==> src/rtl/adc_pattern_gen.sv <==
// adc_pattern_gen: NUM_CH-channel ADC test-pattern source that streams one
// multi-channel beat per cycle over a valid/ready port.
// Ports:
//   clk, rst                 clock, synchronous active-high reset
//   start, stop              run control pulses
//   mode                     0=ROM, 1=ramp, 2=constant, 3=zero
//   loop_en                  repeat frames until stop
//   frame_len                beats per frame (0 or >DATA_DEPTH -> DATA_DEPTH)
//   const_val                constant-mode sample value
//   m_valid/m_ready/m_data   output beat handshake and payload
//   m_first/m_last           beat is frame index 0 / frame_len-1
//   busy, done, frame_cnt    status: running, end-of-run pulse, frames sent
// Channel ROM k holds word n = 0x100*k + n, the reference image of the
// <INIT_PREFIX><k>.mem files; an empty INIT_PREFIX gives a blank ROM.
module adc_pattern_gen #(
    parameter int    DATA_WIDTH  = 24,
    parameter int    NUM_CH      = 8,
    parameter int    DATA_DEPTH  = 512,
    parameter int    ROM_LATENCY = 2,
    parameter string INIT_PREFIX = "adc_ch",
    localparam int   ADDR_WIDTH  = $clog2(DATA_DEPTH)
) (
    input  logic                         clk,
    input  logic                         rst,
    input  logic                         start,
    input  logic                         stop,
    input  logic [1:0]                   mode,
    input  logic                         loop_en,
    input  logic [ADDR_WIDTH:0]          frame_len,
    input  logic [DATA_WIDTH-1:0]        const_val,
    output logic                         m_valid,
    input  logic                         m_ready,
    output logic [NUM_CH*DATA_WIDTH-1:0] m_data,
    output logic                         m_first,
    output logic                         m_last,
    output logic                         busy,
    output logic                         done,
    output logic [15:0]                  frame_cnt
);

    localparam int BW = NUM_CH * DATA_WIDTH;
    localparam int L  = ROM_LATENCY;
    localparam int FD = ROM_LATENCY + 1;
    localparam int CW = $clog2(FD + 1);
    localparam int PW = $clog2(FD);
    localparam logic [ADDR_WIDTH:0] DEPTH_W = (ADDR_WIDTH + 1)'(DATA_DEPTH);
    localparam bit ROM_BLANK = (INIT_PREFIX == "");

    typedef enum logic [1:0] {IDLE, RUN, DRAIN} state_t;

    state_t                  state_q, state_d;
    logic [1:0]              mode_q;
    logic                    loop_q;
    logic [ADDR_WIDTH:0]     len_q, len_d;
    logic [DATA_WIDTH-1:0]   const_q;
    logic [ADDR_WIDTH-1:0]   idx_q;

    logic [L-1:0]            pv, pf, pl;
    logic [BW-1:0]           pd [L];
    logic [BW+1:0]           fmem [FD];
    logic [PW-1:0]           rd_ptr, wr_ptr;
    logic [CW-1:0]           fcnt, in_flight;
    logic [CW:0]             occ;
    logic [BW-1:0]           word;
    logic                    go, issue, at_last, fempty, push, pop, hs;

    function automatic logic [DATA_WIDTH-1:0] rom_word(
        input int k, input logic [ADDR_WIDTH-1:0] n);
        if (ROM_BLANK) return '0;
        return DATA_WIDTH'(k * 256) + DATA_WIDTH'(n);
    endfunction

    function automatic logic [PW-1:0] nxt(input logic [PW-1:0] p);
        return (p == PW'(FD - 1)) ? '0 : p + 1'b1;
    endfunction

    assign len_d = (frame_len == '0 || frame_len > DEPTH_W) ? DEPTH_W
                                                            : frame_len;
    assign go      = (state_q == IDLE) && start && !stop;
    assign at_last = ({1'b0, idx_q} == len_q - 1'b1);

    // Credit: every issued read owns a FIFO slot until it is delivered.
    always_comb begin
        in_flight = '0;
        for (int i = 0; i < L; i++) in_flight = in_flight + CW'(pv[i]);
    end
    assign occ   = {1'b0, in_flight} + {1'b0, fcnt};
    assign issue = (state_q == RUN) && (occ < (CW + 1)'(FD));

    always_comb begin
        word = '0;
        for (int k = 0; k < NUM_CH; k++) begin
            case (mode_q)
                2'd0: word[k*DATA_WIDTH +: DATA_WIDTH] = rom_word(k, idx_q);
                2'd1: word[k*DATA_WIDTH +: DATA_WIDTH] =
                          DATA_WIDTH'(idx_q) + DATA_WIDTH'(k);
                2'd2: word[k*DATA_WIDTH +: DATA_WIDTH] = const_q;
                default: ;
            endcase
        end
    end

    // Every mode rides the same delay line so latency is mode-independent.
    always_ff @(posedge clk) begin
        if (rst) begin
            pv <= '0;
            pf <= '0;
            pl <= '0;
            for (int i = 0; i < L; i++) pd[i] <= '0;
        end else begin
            pv[0] <= issue;
            pf[0] <= issue && (idx_q == '0);
            pl[0] <= issue && at_last;
            pd[0] <= word;
            for (int i = 1; i < L; i++) begin
                pv[i] <= pv[i-1];
                pf[i] <= pf[i-1];
                pl[i] <= pl[i-1];
                pd[i] <= pd[i-1];
            end
        end
    end

    // Skid FIFO; an empty FIFO lets the delay-line output straight through.
    assign fempty  = (fcnt == '0);
    assign m_valid = !fempty || pv[L-1];
    assign {m_first, m_last, m_data} =
        fempty ? {pf[L-1], pl[L-1], pd[L-1]} : fmem[rd_ptr];
    assign hs   = m_valid && m_ready;
    assign push = pv[L-1] && !(fempty && m_ready);
    assign pop  = !fempty && m_ready;

    always_ff @(posedge clk) begin
        if (rst) begin
            rd_ptr <= '0;
            wr_ptr <= '0;
            fcnt   <= '0;
            for (int i = 0; i < FD; i++) fmem[i] <= '0;
        end else begin
            if (push) begin
                fmem[wr_ptr] <= {pf[L-1], pl[L-1], pd[L-1]};
                wr_ptr       <= nxt(wr_ptr);
            end
            if (pop) rd_ptr <= nxt(rd_ptr);
            if (push && !pop) fcnt <= fcnt + 1'b1;
            else if (pop && !push) fcnt <= fcnt - 1'b1;
        end
    end

    always_comb begin
        state_d = state_q;
        case (state_q)
            IDLE:  if (go) state_d = RUN;
            RUN:   if (stop || (issue && at_last && !loop_q)) state_d = DRAIN;
            DRAIN: if (occ == '0 || (occ == (CW + 1)'(1) && hs))
                       state_d = IDLE;
            default: state_d = IDLE;
        endcase
    end

    always_ff @(posedge clk) begin
        if (rst) begin
            state_q   <= IDLE;
            done      <= 1'b0;
            mode_q    <= '0;
            loop_q    <= 1'b0;
            len_q     <= '0;
            const_q   <= '0;
            idx_q     <= '0;
            frame_cnt <= '0;
        end else begin
            state_q <= state_d;
            done    <= (state_q == DRAIN) && (state_d == IDLE);
            if (go) begin
                mode_q    <= mode;
                loop_q    <= loop_en;
                len_q     <= len_d;
                const_q   <= const_val;
                idx_q     <= '0;
                frame_cnt <= '0;
            end else begin
                if (issue) idx_q <= at_last ? '0 : idx_q + 1'b1;
                if (hs && m_last) frame_cnt <= frame_cnt + 1'b1;
            end
        end
    end

    assign busy = (state_q != IDLE);

endmodule

==> config.mk <==
export PLATFORM = sky130hd
export DESIGN_NAME = adc_pattern_gen
export DESIGN_NICKNAME = d
export VERILOG_FILES = /design/src/rtl/adc_pattern_gen.sv
export SDC_FILE = /design/constraint.sdc
export NUM_CORES = 1
export LEC_CHECK = 0
export BUFFER_PORTS_ARGS = -buffer_cell sky130_fd_sc_hd__buf_2
export CAP_MARGIN = 15
export CORE_MARGIN = 5
export CORE_UTILIZATION = 59
export CTS_CLUSTER_SIZE = 25
export DETAILED_ROUTE_END_ITERATION = 12
export HOLD_SLACK_MARGIN = 0.1
export PLACE_DENSITY_LB_ADDON = 0.08
export SLEW_MARGIN = 0
export SYNTH_ARGS = -nofsm -noshare
export SYNTH_HDL_FRONTEND = slang
export SYNTH_SLANG_ARGS = --single-unit
export TNS_END_PERCENT = 30
==> constraint.sdc <==
create_clock -name clk -period 17.4 [get_ports clk]
set_input_delay 3.48 -clock clk [delete_from_list [all_inputs] [get_ports clk]]
set_output_delay 3.48 -clock clk [all_outputs]
set_load 0.1 [all_outputs]
* Word level (Yosys, flattened, before mapping) *
Memory sizes are Yosys's and may differ from the RTL's. A register that Yosys moved wholly into a read port is not among the register bits.
Index checks and enable logic that the tools add are counted.

cells by class
  add/subtract/negate cells = 23
  $lt $le $gt $ge = 2
  eq/ne operators = 8
  multiplexer cells = 32
  bitwise logic cells = 2
  reduce and logical (&&, ||, !) cells = 37

operator list
  cell                                                 number
  case mux 24 bit (3 select lines)                     7
  2-to-1 mux 194 bit                                   2
  2-to-1 mux 192 bit                                   2
  OR reduction 194 bit                                 1
  adder 11 x 9 -> 12 bit (first input constant)        4
  case mux 24 bit (2 select lines)                     1
  adder 9 x 3 -> 10 bit (second input constant)        4
  adder 10 x 9 -> 11 bit (first input constant)        2
  adder 9 x 2 -> 10 bit (second input constant)        2
  2-to-1 mux 2 bit                                     10
  adder 16 x 1 -> 16 bit (second input constant)       1
  logical AND 1 bit                                    15
  adder 9 x 1 -> 10 bit (second input constant)        1
  adder 9 x 9 -> 10 bit (first input constant)         1
  == test 9 x 10 -> 1 bit                              1
  > comparator 10 bit (second input constant)          1
  logical NOT 10 bit                                   1
  2-to-1 mux 10 bit                                    1
  subtractor 10 x 1 -> 10 bit (second input constant)  1
  adder 9 x 1 -> 9 bit (second input constant)         1
  logical NOT 9 bit                                    1
  2-to-1 mux 9 bit                                     1
  == test 2 bit (second input constant)                4
  logical NOT 2 bit                                    4
  15 further kinds                                     35

word-level totals
  bits in registers = 77
  RAM bits = 966
  input bits = 42
  output and inout bits = 213
  logic and storage cells = 120
  memories = 2

memories
  memory  words  bits a word  rd ports  clocked after memory_dff  write ports  RTL line  RTL
  fmem    3      194          1         1                         3            60        logic [BW+1:0] fmem [FD];
  pd      2      192          2         0                         2            59        logic [BW-1:0] pd [L];

* Logic depth before layout (Yosys ltp) *
  depth in word-level cells = 11
  mapped depth = 9

* Worst setup path after synthesis *
OpenSTA, ideal clock, no wires.

  path type = in2reg
  start point = in rst
  end point = mem fmem[3][0] in the netlist's numbering, enable pin
  library setup time = 0.771 ns
  arrival time = 12.618 ns
  path slack = 4.012 ns
  stages on the path = 3
  path buffers = 2
  cell sequence = clkbuf_1 -> clkbuf_1 -> nor4bb_1

RTL lines
  what             RTL line  RTL
  start, declared  24        input logic rst,
  end, declared    60

==> results.md <==
- The flow ran to the end, and the final reports show no timing, DRC or antenna violations.
- The via count of the routed design is 16.0k.
- The root buffer cell chosen for the clock tree is sky130_fd_sc_hd__clkbuf_16.
- Buffers placed on the I/O ports in this run total 254.
- The final weighted congestion of routability-driven global placement is 0.876.
- In this run, the number of DRC markers left after iteration 0 of detailed routing was 1478.
- Dividing the detail-routed wire length by the instance count gives 21.4 um.
- The setup slack of the most critical reg-to-reg path is 13.10 ns.
- Counting flops and latches in the post-synthesis netlist gives 627.
- The number of antenna diodes in the final layout is 0.
- The first TritonRoute pass finished after 6 iterations.
- The synthesized netlist devotes 3.51% of its cell area to compound gates.
- Across the run, the number of max-cap violations was 0.
- The proportion of synthesized flip-flops having asynchronous set or reset is 0%.
- After layout, the minimum clock period comes to 6.89 ns.
- By count the netlist is led by 368 x sky130_fd_sc_hd__edfxtp_1, 281 x sky130_fd_sc_hd__and2_1, 259 x sky130_fd_sc_hd__dfxtp_1, 160 x sky130_fd_sc_hd__nand2_1, 111 x sky130_fd_sc_hd__a21oi_1.
- The leakage dissipation is 0.0116 uW.
- The initial antenna violation count came to 0.
- The basic-gate share of the synthesized area counting and, or, nand and nor cells is 15.2%.
- The floorplan has 77 rows.
- Fill cells in the final layout number 3313.
- Data on the critical path is required at its endpoint by 17.65 ns.
- Between clock sinks in the finished design, the worst skew comes to 0.0159 ns.
- Setup repair after global routing left no endpoint under its margin.
- The relative slew slack is 22.1%.
- The post-synth design cell area is 0.0265 mm^2.
- The total power per unit cell area is 106 mW/mm^2.
- The total count of hold-check failures in the final report was 0.
- The startpoint type of the worst setup path is a primary input.
- In this run the critical register-to-register path is captured at fmem[2][187].
- The number of nets handed over by synthesis was 2113.
- TritonCTS built the clock tree.
- The number of nets in the finished design is 2218.
- Entering global routing, the biggest net connects 94 pins.
- The transition at the pin with the smallest max-transition slack is 1.16 ns.
- The number of endpoints failing setup at the final stage is 0.
- The sequential cell area in the final layout is 0.0162 mm^2.
- Clock latency on the worst-skew pair, taken at its later pin, is 0.62 ns.
- The final HPWL from detailed placement is 35800 um.
- Relative to the synthesized area, the layout overhead comes to 11.9%.
- The startpoint of the worst-slack reg-to-reg timing path is fcnt[0].
- The xor and xnor fraction of the mapped netlist area is 2.48%.
- The combined global-route utilization of all metal layers is 24.2%.
- The placeable core region is 0.0443 mm^2.
- The fraction of post-synthesis cell area in the top cell type by area is 41.7%.
- Derived from the worst setup path, the maximum achievable clock frequency is 0.145 GHz.
- The die extent in x is 222 um.
- For this block, the routed nets add up to 60100 um of wire.
- From bottom edge to top edge, the die measures 222 um.
- The residual DRC count is 0.
- In the synthesized netlist the dominant register cell turns out to be sky130_fd_sc_hd__edfxtp_1.
- The count of distinct cell types in the synthesized netlist is 58.
- The hold slack is 0.442 ns.
- The count of cells along the worst hold path is 1.
- For the worst setup path, the data arrival time is 7.14 ns.
- The cell with the most instances after synthesis is sky130_fd_sc_hd__edfxtp_1.
- The setup fix buffers added after clock tree synthesis is 0.
- The startpoint identified for the worst hold timing path is pd[0][125].
- Counting every instance in the synthesized netlist gives 2056.
- Buffers inserted to repair hold after CTS numbered 0.
- The share of the clock period used by the worst path after layout is 39.6%.
- The ratio of cells with drive above 1 in the final layout is 26.1%.
- Counting flops with a built-in enable in the synthesized netlist gives 368.
- The total congestion overflow is 0.
- Gates resized during post-CTS repair numbered 0.
- The depth of the worst register-to-register path is 8.
- In this run the count of I/O pins placed on the die edge is 255.
- The via count of the first global-routing pass is 16.0k.
- The share of the yosys chip area belonging to registers is 61.3%.
- The type of destination of the critical path is a register.
- The sink of the worst hold path is pd[0][317].
- By area, the combinational part of the netlist is dominated by simple AND/OR/NAND/NOR gates.
- In this run, CTS created clock tree buffers numbering 60.
- The number of slew-limit violations in the final report is 0.
- The number of warning messages in the yosys log is 0.
- The first global-routing pass estimated 94100 um of wire.
- The synthesized netlist devotes 0.737% of its cell area to adder and majority cells.
- The worst-case IR drop observed on VDD is 0.0758 mV.
- In the post-synthesis netlist, the biggest area contributors are sky130_fd_sc_hd__edfxtp_1 42%, sky130_fd_sc_hd__dfxtp_1 20%, sky130_fd_sc_hd__mux4_2 7.8%.
- The count of nets left with antenna violations once routing finished came out at 0.
- The tightest min-delay check is of the reg -> reg type.
- The accumulated negative setup slack is 0 ns.
- The multiplexer share of the synthesized area is 11.8%.
- The critical path is of the in -> reg type.
- The area of the die is 0.0492 mm^2.
- In this run the worst path has a maximum fanout of 93.
- The routed via count divided by cell count is 5.69.
- The maximum level of the CTS H-tree is 2.
- The clock edge transition at the registers on the reported setup and hold paths is 0.06 ns.
- The buffer depth of the longest clock path is 3.
- A synthesized cell averages 12.9 um^2.
- The cell taking the most area after synthesis is sky130_fd_sc_hd__edfxtp_1.
- The initial core utilization is 59.7%.
- The multi-input gate area in the final layout is 0.00898 mm^2.
- CTS saw 627 sinks.
## critical path, stage by stage
cell                       delay, ns
sky130_fd_sc_hd__buf_4          0.35
sky130_fd_sc_hd__clkinv_1       0.42
sky130_fd_sc_hd__nand3_1        0.26
sky130_fd_sc_hd__nor3b_2        0.21
sky130_fd_sc_hd__buf_4          0.78
sky130_fd_sc_hd__or2_4          0.78
sky130_fd_sc_hd__buf_4          0.77
## flip-flops by register name, summed over array words and instances (netlist names), 9 cells and up, named ones only
signal and cells:
fmem 368, pd 180, const_q 24, frame_cnt 16, len_q 10, idx_q 9
## cell families (layout without fill, tap and decap cells)
family | after synthesis | count (layout)
buffers and inverters | 248 | 405
adders and majority gates | 15 | 15
DFF | 627 | 627
muxes | 186 | 186
AOI/OAI and AO/OA | 162 | 162
and+or+nand+nor | 743 | 743
xor gates and xnor gates | 75 | 75
## worst max-delay path by stage
stage,depth (start not counted),slack [ns],to,start
2_1_floorplan,3,4.01,fmem[3][0],rst
3_3_place_gp,7,9.90,fmem[2][182],rst
3_5_place_dp,7,9.83,fmem[2][184],rst
4_1_cts,4,10.39,m_data[153],register
5_1_grt,4,10.23,m_data[21],register
6_report,7,10.51,fmem[2][187],rst
## routing by layer
layer	part of all wire (%)	GRT usage (%)	vias up	wire [um]
li1	-	-	7297	-
met1	44	35.1	8049	26600
met2	47	38.8	526	28300
met3	6.1	3.85	94	3650
met4	2.5	6.36	0	1480
met5	0	0	-	0
## stage by stage
stage / area [um^2] / utilization [%] / setup slack (ns) / std cells / total power [uW]
6_report: 29600 / 66.8 / 10.51 / 2805 / 3140
5_1_grt: 29600 / 66.8 / 10.23 / 2805 / 3240
4_1_cts: 29600 / 66.8 / 10.39 / 2805 / 3170
3_5_place_dp: 27400 / 61.9 / 9.83 / 2691 / 1790
3_3_place_gp: 27400 / 61.9 / 9.90 / 2691 / 1780
2_1_floorplan: 26500 / - / 4.01 / 2056 / 1750
## cell type report
class,count,share of cell area [%]
Clock buffer,88,6.13
Clock inverter,26,1.19
Inverter,17,0.215
Multi-Input combinational cell,1181,30.3
Sequential cell,627,54.9
Tap cell,592,2.50
Timing Repair Buffer,274,4.81
## power breakdown
group	switching, uW	internal, uW	leakage [uW]
Sequential	15.2	1600	0.00584
Combinational	107	37.1	0.00471
Clock	556	832	0.00107
Total	678	2470	0.0116
## cell usage in the layout (no fill, tap or decap), types with 4 or more instances in the layout
cell type / n
sky130_fd_sc_hd__clkinv_2: 10
sky130_fd_sc_hd__mux2_2: 91
sky130_fd_sc_hd__mux4_2: 92
sky130_fd_sc_hd__clkbuf_1: 14
sky130_fd_sc_hd__nor2_1: 93
sky130_fd_sc_hd__nor2b_1: 99
sky130_fd_sc_hd__o21ai_0: 16
sky130_fd_sc_hd__clkbuf_16: 66
sky130_fd_sc_hd__nand4_1: 6
sky130_fd_sc_hd__ha_1: 14
sky130_fd_sc_hd__nor3b_1: 4
sky130_fd_sc_hd__a211oi_1: 4
sky130_fd_sc_hd__clkinv_1: 4
sky130_fd_sc_hd__a22o_1: 5
sky130_fd_sc_hd__edfxtp_1: 368
sky130_fd_sc_hd__xor2_1: 19
sky130_fd_sc_hd__and2_1: 281
sky130_fd_sc_hd__and3_1: 19
sky130_fd_sc_hd__nand2_1: 160
sky130_fd_sc_hd__a21boi_0: 8
sky130_fd_sc_hd__nand3b_1: 4
sky130_fd_sc_hd__dfxtp_1: 257
sky130_fd_sc_hd__buf_4: 21
sky130_fd_sc_hd__clkbuf_8: 8
sky130_fd_sc_hd__inv_1: 13
sky130_fd_sc_hd__nor3_1: 16
sky130_fd_sc_hd__buf_2: 253
sky130_fd_sc_hd__a21oi_1: 111
sky130_fd_sc_hd__nand3_1: 17
sky130_fd_sc_hd__bufinv_16: 7
sky130_fd_sc_hd__xnor2_1: 56
sky130_fd_sc_hd__nor4_1: 15
Note: power is estimated with default switching activity, not from simulation.
